### src/rtl/apb_uart_fifo_regs_if.sv
// APB3 bus bundle between the system bus master and the UART register block.
interface apb_uart_fifo_regs_if;
  logic        PSEL;
  logic        PENABLE;
  logic        PWRITE;
  logic [7:0]  PADDR;
  logic [31:0] PWDATA;
  logic [31:0] PRDATA;
  logic        PREADY;
  logic        PSLVERR;

  modport master (
    output PSEL, PENABLE, PWRITE, PADDR, PWDATA,
    input  PRDATA, PREADY, PSLVERR
  );

  modport slave (
    input  PSEL, PENABLE, PWRITE, PADDR, PWDATA,
    output PRDATA, PREADY, PSLVERR
  );
endinterface

### src/rtl/apb_uart_fifo_regs.sv
// APB3 register block for the UART: TX/RX FIFOs, sticky W1C overrun flags,
// level-based interrupts, baud divisor and FIFO level readback.
module apb_uart_fifo_regs #(
  parameter int DATA_W    = 8,
  parameter int DEPTH     = 16,
  parameter int CD_W      = 16,
  parameter int CD_RESET  = 325,
  parameter int TX_THRESH = 0,
  parameter int RX_THRESH = 1
) (
  input  logic                PCLK,
  input  logic                PRESET,
  apb_uart_fifo_regs_if.slave apb,
  output logic [DATA_W-1:0]   tx_data,
  output logic                tx_valid,
  input  logic                tx_ready,
  input  logic [DATA_W-1:0]   rx_data,
  input  logic                rx_valid,
  input  logic                rx_error,
  output logic [CD_W-1:0]     baud_div,
  output logic [6:0]          ctrl,
  output logic [3:0]          irq,
  output logic                irq_any
);

  localparam int AW = $clog2(DEPTH);
  localparam int CW = AW + 1;
  localparam logic [CW-1:0] FULL_CNT = CW'(DEPTH);
  localparam logic [CW-1:0] TX_TH    = CW'(TX_THRESH);
  localparam logic [CW-1:0] RX_TH    = CW'(RX_THRESH);

  localparam logic [7:0] A_DATA   = 8'h00;
  localparam logic [7:0] A_STATUS = 8'h04;
  localparam logic [7:0] A_CTRL   = 8'h08;
  localparam logic [7:0] A_BAUD   = 8'h0C;
  localparam logic [7:0] A_LEVEL  = 8'h10;

  logic              access, wr, rd, mapped;
  logic [31:0]       prdata;

  logic [DATA_W-1:0] tx_mem [DEPTH];
  logic [AW-1:0]     tx_wptr, tx_rptr;
  logic [CW-1:0]     tx_count;
  logic              tx_empty, tx_full, tx_push_req, tx_push, tx_pop, tx_ovr, tx_ovr_set;

  logic [DATA_W-1:0] rx_mem [DEPTH];
  logic [AW-1:0]     rx_wptr, rx_rptr;
  logic [CW-1:0]     rx_count;
  logic              rx_empty, rx_full, rx_push_req, rx_push, rx_pop, rx_ovr, rx_ovr_set;

  logic [3:0]        irq_next;
  logic              unused_pwdata;

  assign access = apb.PSEL & apb.PENABLE;
  assign wr     = access & apb.PWRITE;
  assign rd     = access & ~apb.PWRITE;
  assign mapped = (apb.PADDR == A_DATA) || (apb.PADDR == A_STATUS) || (apb.PADDR == A_CTRL) ||
                  (apb.PADDR == A_BAUD) || (apb.PADDR == A_LEVEL);

  assign apb.PREADY  = 1'b1;
  assign apb.PSLVERR = access & ~mapped;
  assign apb.PRDATA  = prdata;

  // Only the low PWDATA bits are stored; the rest are intentionally ignored.
  assign unused_pwdata = ^apb.PWDATA;

  // A push into a full FIFO is only safe when the head leaves in the same cycle.
  assign tx_empty    = (tx_count == '0);
  assign tx_full     = (tx_count == FULL_CNT);
  assign tx_valid    = ctrl[0] & ~tx_empty;
  assign tx_data     = tx_mem[tx_rptr];
  assign tx_pop      = tx_valid & tx_ready;
  assign tx_push_req = wr & (apb.PADDR == A_DATA);
  assign tx_push     = tx_push_req & (~tx_full | tx_pop);
  assign tx_ovr_set  = tx_push_req & tx_full & ~tx_pop;

  assign rx_empty    = (rx_count == '0);
  assign rx_full     = (rx_count == FULL_CNT);
  assign rx_pop      = rd & (apb.PADDR == A_DATA) & ~rx_empty;
  assign rx_push_req = rx_valid & ctrl[1] & ~rx_error;
  assign rx_push     = rx_push_req & (~rx_full | rx_pop);
  assign rx_ovr_set  = rx_push_req & rx_full & ~rx_pop;

  // TX storage write port; contents need no reset because the count gates them.
  always_ff @(posedge PCLK) begin
    if (!PRESET && tx_push) tx_mem[tx_wptr] <= apb.PWDATA[DATA_W-1:0];
  end

  // RX storage write port.
  always_ff @(posedge PCLK) begin
    if (!PRESET && rx_push) rx_mem[rx_wptr] <= rx_data;
  end

  // TX pointers and occupancy; pointers wrap naturally since DEPTH is a power of two.
  always_ff @(posedge PCLK) begin
    if (PRESET) begin
      tx_wptr  <= '0;
      tx_rptr  <= '0;
      tx_count <= '0;
    end else begin
      if (tx_push) tx_wptr <= tx_wptr + 1'b1;
      if (tx_pop)  tx_rptr <= tx_rptr + 1'b1;
      if (tx_push && !tx_pop)      tx_count <= tx_count + 1'b1;
      else if (!tx_push && tx_pop) tx_count <= tx_count - 1'b1;
    end
  end

  // RX pointers and occupancy.
  always_ff @(posedge PCLK) begin
    if (PRESET) begin
      rx_wptr  <= '0;
      rx_rptr  <= '0;
      rx_count <= '0;
    end else begin
      if (rx_push) rx_wptr <= rx_wptr + 1'b1;
      if (rx_pop)  rx_rptr <= rx_rptr + 1'b1;
      if (rx_push && !rx_pop)      rx_count <= rx_count + 1'b1;
      else if (!rx_push && rx_pop) rx_count <= rx_count - 1'b1;
    end
  end

  // Sticky overrun flags; a new overrun wins over a W1C in the same cycle.
  always_ff @(posedge PCLK) begin
    if (PRESET) begin
      tx_ovr <= 1'b0;
      rx_ovr <= 1'b0;
    end else begin
      tx_ovr <= (tx_ovr & ~(wr & (apb.PADDR == A_STATUS) & apb.PWDATA[2])) | tx_ovr_set;
      rx_ovr <= (rx_ovr & ~(wr & (apb.PADDR == A_STATUS) & apb.PWDATA[3])) | rx_ovr_set;
    end
  end

  // Control and baud divisor registers; a zero divisor would stall the baud generator.
  always_ff @(posedge PCLK) begin
    if (PRESET) begin
      ctrl     <= '0;
      baud_div <= CD_W'(CD_RESET);
    end else begin
      if (wr && apb.PADDR == A_CTRL) ctrl <= apb.PWDATA[6:0];
      if (wr && apb.PADDR == A_BAUD && apb.PWDATA[CD_W-1:0] != '0)
        baud_div <= apb.PWDATA[CD_W-1:0];
    end
  end

  // Interrupt conditions evaluated from current state, then registered below.
  always_comb begin
    irq_next    = '0;
    irq_next[0] = ctrl[2] & (tx_count <= TX_TH);
    irq_next[1] = ctrl[3] & (rx_count >= RX_TH);
    irq_next[2] = ctrl[4] & tx_ovr;
    irq_next[3] = ctrl[5] & rx_ovr;
  end

  // Registered interrupt vector and combined line.
  always_ff @(posedge PCLK) begin
    if (PRESET) begin
      irq     <= '0;
      irq_any <= 1'b0;
    end else begin
      irq     <= irq_next;
      irq_any <= |irq_next;
    end
  end

  // Read mux, driven only during a read access so the bus sees 0 otherwise.
  always_comb begin
    prdata = '0;
    if (rd) begin
      case (apb.PADDR)
        A_DATA:   prdata = rx_empty ? 32'h0 : 32'(rx_mem[rx_rptr]);
        A_STATUS: prdata = {26'h0, rx_empty, tx_empty, rx_ovr, tx_ovr, rx_full, tx_full};
        A_CTRL:   prdata = {25'h0, ctrl};
        A_BAUD:   prdata = 32'(baud_div);
        A_LEVEL:  prdata = {8'h00, 8'(rx_count), 8'h00, 8'(tx_count)};
        default:  prdata = '0;
      endcase
    end
  end

endmodule
### src/flat_wrapper.sv
// flat-port wrapper written by rule: the top's interface ports become plain ports
module apb_uart_fifo_regs_flat 
#(
  parameter int DATA_W    = 8,
  parameter int DEPTH     = 16,
  parameter int CD_W      = 16,
  parameter int CD_RESET  = 325,
  parameter int TX_THRESH = 0,
  parameter int RX_THRESH = 1
)
  (PCLK, PRESET, tx_data, tx_valid, tx_ready, rx_data, rx_valid, rx_error, baud_div, ctrl, irq, irq_any, apb_PSEL, apb_PENABLE, apb_PWRITE, apb_PADDR, apb_PWDATA, apb_PRDATA, apb_PREADY, apb_PSLVERR);
  apb_uart_fifo_regs_if apb_i ();
  input  logic PCLK;
  input  logic PRESET;
  output logic [DATA_W-1:0] tx_data;
  output logic tx_valid;
  input  logic tx_ready;
  input  logic [DATA_W-1:0] rx_data;
  input  logic rx_valid;
  input  logic rx_error;
  output logic [CD_W-1:0] baud_div;
  output logic [6:0] ctrl;
  output logic [3:0] irq;
  output logic irq_any;
  input wire logic [$bits(apb_i.PSEL)-1:0] apb_PSEL;
  input wire logic [$bits(apb_i.PENABLE)-1:0] apb_PENABLE;
  input wire logic [$bits(apb_i.PWRITE)-1:0] apb_PWRITE;
  input wire logic [$bits(apb_i.PADDR)-1:0] apb_PADDR;
  input wire logic [$bits(apb_i.PWDATA)-1:0] apb_PWDATA;
  output wire logic [$bits(apb_i.PRDATA)-1:0] apb_PRDATA;
  output wire logic [$bits(apb_i.PREADY)-1:0] apb_PREADY;
  output wire logic [$bits(apb_i.PSLVERR)-1:0] apb_PSLVERR;
  assign apb_i.PSEL = apb_PSEL;
  assign apb_i.PENABLE = apb_PENABLE;
  assign apb_i.PWRITE = apb_PWRITE;
  assign apb_i.PADDR = apb_PADDR;
  assign apb_i.PWDATA = apb_PWDATA;
  assign apb_PRDATA = apb_i.PRDATA;
  assign apb_PREADY = apb_i.PREADY;
  assign apb_PSLVERR = apb_i.PSLVERR;
  apb_uart_fifo_regs #(.DATA_W(DATA_W), .DEPTH(DEPTH), .CD_W(CD_W), .CD_RESET(CD_RESET), .TX_THRESH(TX_THRESH), .RX_THRESH(RX_THRESH)) u_core (.PCLK(PCLK), .PRESET(PRESET), .apb(apb_i), .tx_data(tx_data), .tx_valid(tx_valid), .tx_ready(tx_ready), .rx_data(rx_data), .rx_valid(rx_valid), .rx_error(rx_error), .baud_div(baud_div), .ctrl(ctrl), .irq(irq), .irq_any(irq_any));
endmodule
### config.mk
export PLATFORM = sky130hd
export DESIGN_NAME = apb_uart_fifo_regs_flat
export DESIGN_NICKNAME = d
export VERILOG_FILES = /design/src/rtl/apb_uart_fifo_regs_if.sv /design/src/rtl/apb_uart_fifo_regs.sv /design/src/flat_wrapper.sv
export SDC_FILE = /design/constraint.sdc
export NUM_CORES = 1
export LEC_CHECK = 0
export CORE_AREA = 2 2 184 141
export CTS_CLUSTER_SIZE = 14
export DETAILED_ROUTE_END_ITERATION = 16
export DIE_AREA = 0 0 186 143
export GPL_TIMING_DRIVEN = 0
export PLACE_DENSITY = 0.83
export SLEW_MARGIN = 20
export SYNTH_ARGS = -nofsm -noshare
export SYNTH_HDL_FRONTEND = slang
export SYNTH_SLANG_ARGS = --single-unit
export TNS_END_PERCENT = 50
### constraint.sdc
create_clock -name PCLK -period 6.9 [get_ports PCLK]
set_clock_uncertainty 0.2 [all_clocks]
set_input_delay 1.035 -clock PCLK [delete_from_list [all_inputs] [get_ports PCLK]]
set_output_delay 1.035 -clock PCLK [all_outputs]
set_load 0.05 [all_outputs]
==> metrics.md <==
| Metric | Value |
|---|---|
| Die area | 26600 µm² |
| Clock root cell | clkbuf_16 |
| Vert. Die Dim | between 100 and 150 µm |
| Slowest-stage cell, CP | clkdlybuf4s50_1 |
| # hold bufs at CTS | 0 |
| First-pass GRT wire length | 48400 µm |
| Avg Cell Area, Syn | around 16 µm² |
| Sequential area share after synthesis | 0.668 |
| R2R depth | 10 |
| WL final | 32100 µm |
| Synth warn | 0 |
| Maxcap violations | 0 |
| Vias per cell | 6.25 |
| Slew headroom | 0.346 |
| Ys flop type | edfxtp_1 |
| Mapped Cells | around 840 |
| Worst stage delay on the critical path | 0.87 ns |
| Yosys reg bits | 320 |
| Critical Path End Type | output pin |
| Hold WC Path Type | flop to flop |
| Period utilization | 0.849 |
| Kind of start point of the critical path | input pin |
| Top Family by Delay on Critical Path | buffers and inverters |
| Fin crit period | a little under 6 ns |
| Hold Path Stages | 2 |
| Synth-to-layout area growth | 17.1% |
| Post_cts resized | 0 |
| Worst Path Max Fanout | 10 |
| H-tree levels | 1 |
| Via count | 8379 |
| Worst slew pin tran | 0.979 ns |
| Total gr overflow | 0 |
| Leakage | 5.06 nW |
| Initial drt markers | between 900 and 1000 |
| First-pass detailed-route iteration total | 5 |
| Max Transition Viols Final | 0 |
| Tot Pwr | between 3 and 4 mW |
| All-Layer GR Usage | 0.244 |
| CTS tree | done |
| WS Path Type | input pin to output pin |
| Antenna cells | 0 |
| Initial core utilization | 0.543 |
| Pwr per Cell Area | 233 nW/µm² |
| Setup Buffers After CTS | 0 |
| Clk sink count | 320 |
| F_max | 0.171 GHz |
| Synth top area share | 0.573 |
| Top Ports | about 130 |
| Buf/Inv on CP | 3 |
| Final nets | 1058 |
| Num CTS Buffers | 30 |
| Number of global-route vias before repair | 8266 |
| Top cell type by total area after synthesis | edfxtp_1 |
| GPL Wtd Cong | between 0.8 and 0.9 |
| Yosys cell types | 63 |
| Buffers on Ports | 98 |
| Core area | ~25000 µm² |
| Antenna violations before repair | 0 |
| Routed Antenna Nets | 0 |
| Post-synth EDFFs | 256 |
| Status | finished clean |
| Synth area leaders | edfxtp_1 57%, mux4_2 12%, dfxtp_1 9.5% |
| Row count | 50 |
| Setup_tns | 0 ns |
| Largest net degree at the start of global routing | 21 |
| Arr. time, crit path | 4.62 ns |
| HPWL Detailed | 21900 µm |
| Die extent in x | ~190 µm |
| Worst path most repeated cell | clkdlybuf4s50_1 |
| Later-pin clock latency in the skew report | 0.54 ns |
| Clock-pin slew on the worst setup and hold paths | 0.06 ns |
| # DRC | 0 |
| Mapped Area | 13400 µm² |
| Placed cell areas | 14900 µm² |
| Final setup vio count | 0 |
| VDD IR max | 0.000172 V |
| Longest Clk Path Bufs | 3 |
| Ys async rst share | 0 |
| CP Depth | 7 |
| WL per Instance | 24.0 µm |
| Final Hold Fails | 0 |
| Critical Path RT | 5.66 ns |
| Final instance area | 15700 µm² |
| Share of cells above drive strength 1 | 0.150 |
| RSZ-0062 raised after global routing | false |
| Crit-path cells | clkdlybuf4s50_1, nor4_1, and2_1, clkbuf_1, nand4_1, o21ai_0, clkdlybuf4s50_1 |
| Post-layout util | 0.636 |
## routing by layer
metal	global-route usage	vias up	share of wire
met2	0.368	540	0.45
li1	-	3581	-
met4	0.0642	0	0.025
met3	0.0508	72	0.097
met5	0	-	0
met1	0.364	4186	0.42
## placed cells by master, fill, tap and decap left out, drive strengths merged, types with 7 or more instances in the layout
master,count
edfxtp,256
clkdlybuf4s50,98
clkbuf,79
mux4,69
nor2,66
dfxtp,64
a21oi,38
mux2i,32
and3,31
buf,26
nand2,21
nand4,19
ha,18
o31ai,15
inv,14
nand3,12
conb,12
o21ai,10
nor4,9
xor2,8
and2,7
nor2b,7
o211ai,7
or3,7
clkinv,7
## synth_stat cells (all sizes together) (2+ instances only)
cell,number
a211oi,2
a21boi,2
a21o,2
a21oi,38
a222oi,2
a22oi,4
a2bb2oi,2
and2,7
and3,31
buf,26
clkbuf,35
conb,2
dfxtp,64
edfxtp,256
ha,18
inv,14
mux2,6
mux2i,32
mux4,69
nand2,21
nand2b,5
nand3,12
nand3b,5
nand4,19
nor2,66
nor2b,7
nor3,5
nor3b,4
nor4,9
o211ai,7
o21ai,10
o22a,2
o31ai,15
o32ai,3
or3,7
or3b,2
or4,6
or4b,2
xnor2,3
xor2,8
## cells by family after synthesis
| family | after synthesis | share of synthesized area |
|---|---|---|
| buf+inv | 75 | 0.0263 |
| xor+xnor | 11 | 0.00718 |
| mux | 107 | 0.145 |
| compound gates | 95 | 0.0456 |
| fa+ha+maj | 19 | 0.0183 |
| simple gates | 214 | 0.0895 |
| flops | 320 | 0.668 |
| other cells | 2 | 0.000559 |
## flip-flops by register name (all words and copies together) (netlist names), 4 cells and up, named ones only
signal	flops
u_core.tx_mem	128
u_core.ctrl	7
u_core.rx_rptr	4
u_core.baud_div	16
u_core.rx_count	5
u_core.rx_wptr	4
u_core.irq	4
u_core.rx_mem	128
u_core.tx_count	5
u_core.tx_wptr	4
u_core.tx_rptr	4
## layout make-up
type,count,area [µm²]
buffer,61,300
clock buffer,44,825
clock inverter,7,31.3
fill,1699,8990
inverter,14,52.6
multi-input combinational,458,4140
sequential,320,8970
tap,338,423
timing repair buffer,98,981
## worst paths after layout
check	start	endpoint	slack [ns]
worst min-delay path	u_core.baud_div[12]$_SDFFE_PP0P_	u_core.baud_div[12]$_SDFFE_PP0P_	0.30
worst max-delay path	apb_PADDR[6]	apb_PRDATA[7]	1.04
worst min register to register	u_core.baud_div[12]$_SDFFE_PP0P_	u_core.baud_div[12]$_SDFFE_PP0P_	0.30
worst max register to register	u_core.tx_count[0]$_SDFFE_PP0P_	u_core.tx_count[4]$_SDFFE_PP0P_	3.41
## stage by stage
stage / instances / hold slack [ns] / setup WS (ns)
floorplan: 853 / 0.218 / 2.33
global placement: 1289 / 0.275 / 1.10
detailed placement: 1289 / 0.277 / 1.06
CTS: 1340 / 0.293 / 1.05
global route: 1340 / 0.302 / 0.929
finish: 1340 / 0.296 / 1.04
## worst reg2reg max path, stage by stage (launching register included)
cell and delay, ns:
dfxtp_1 0.38, or4_1 0.54, clkbuf_1 0.19, o21ai_1 0.33
ha_1 0.24, inv_1 0.12, fa_1 0.47, a21o_1 0.17
a21oi_1 0.17, mux2i_1 0.23, mux2_2 0.35
## power by group
group / leakage [nW] / internal (mW) / switching, mW
combinational: 1.83 / 0.0327 / 0.0712
clock: 0.418 / 0.818 / 0.666
sequential: 2.82 / 2.08 / 0.000105
total: 5.06 / 2.93 / 0.737
(Power assumes the default switching activity.)
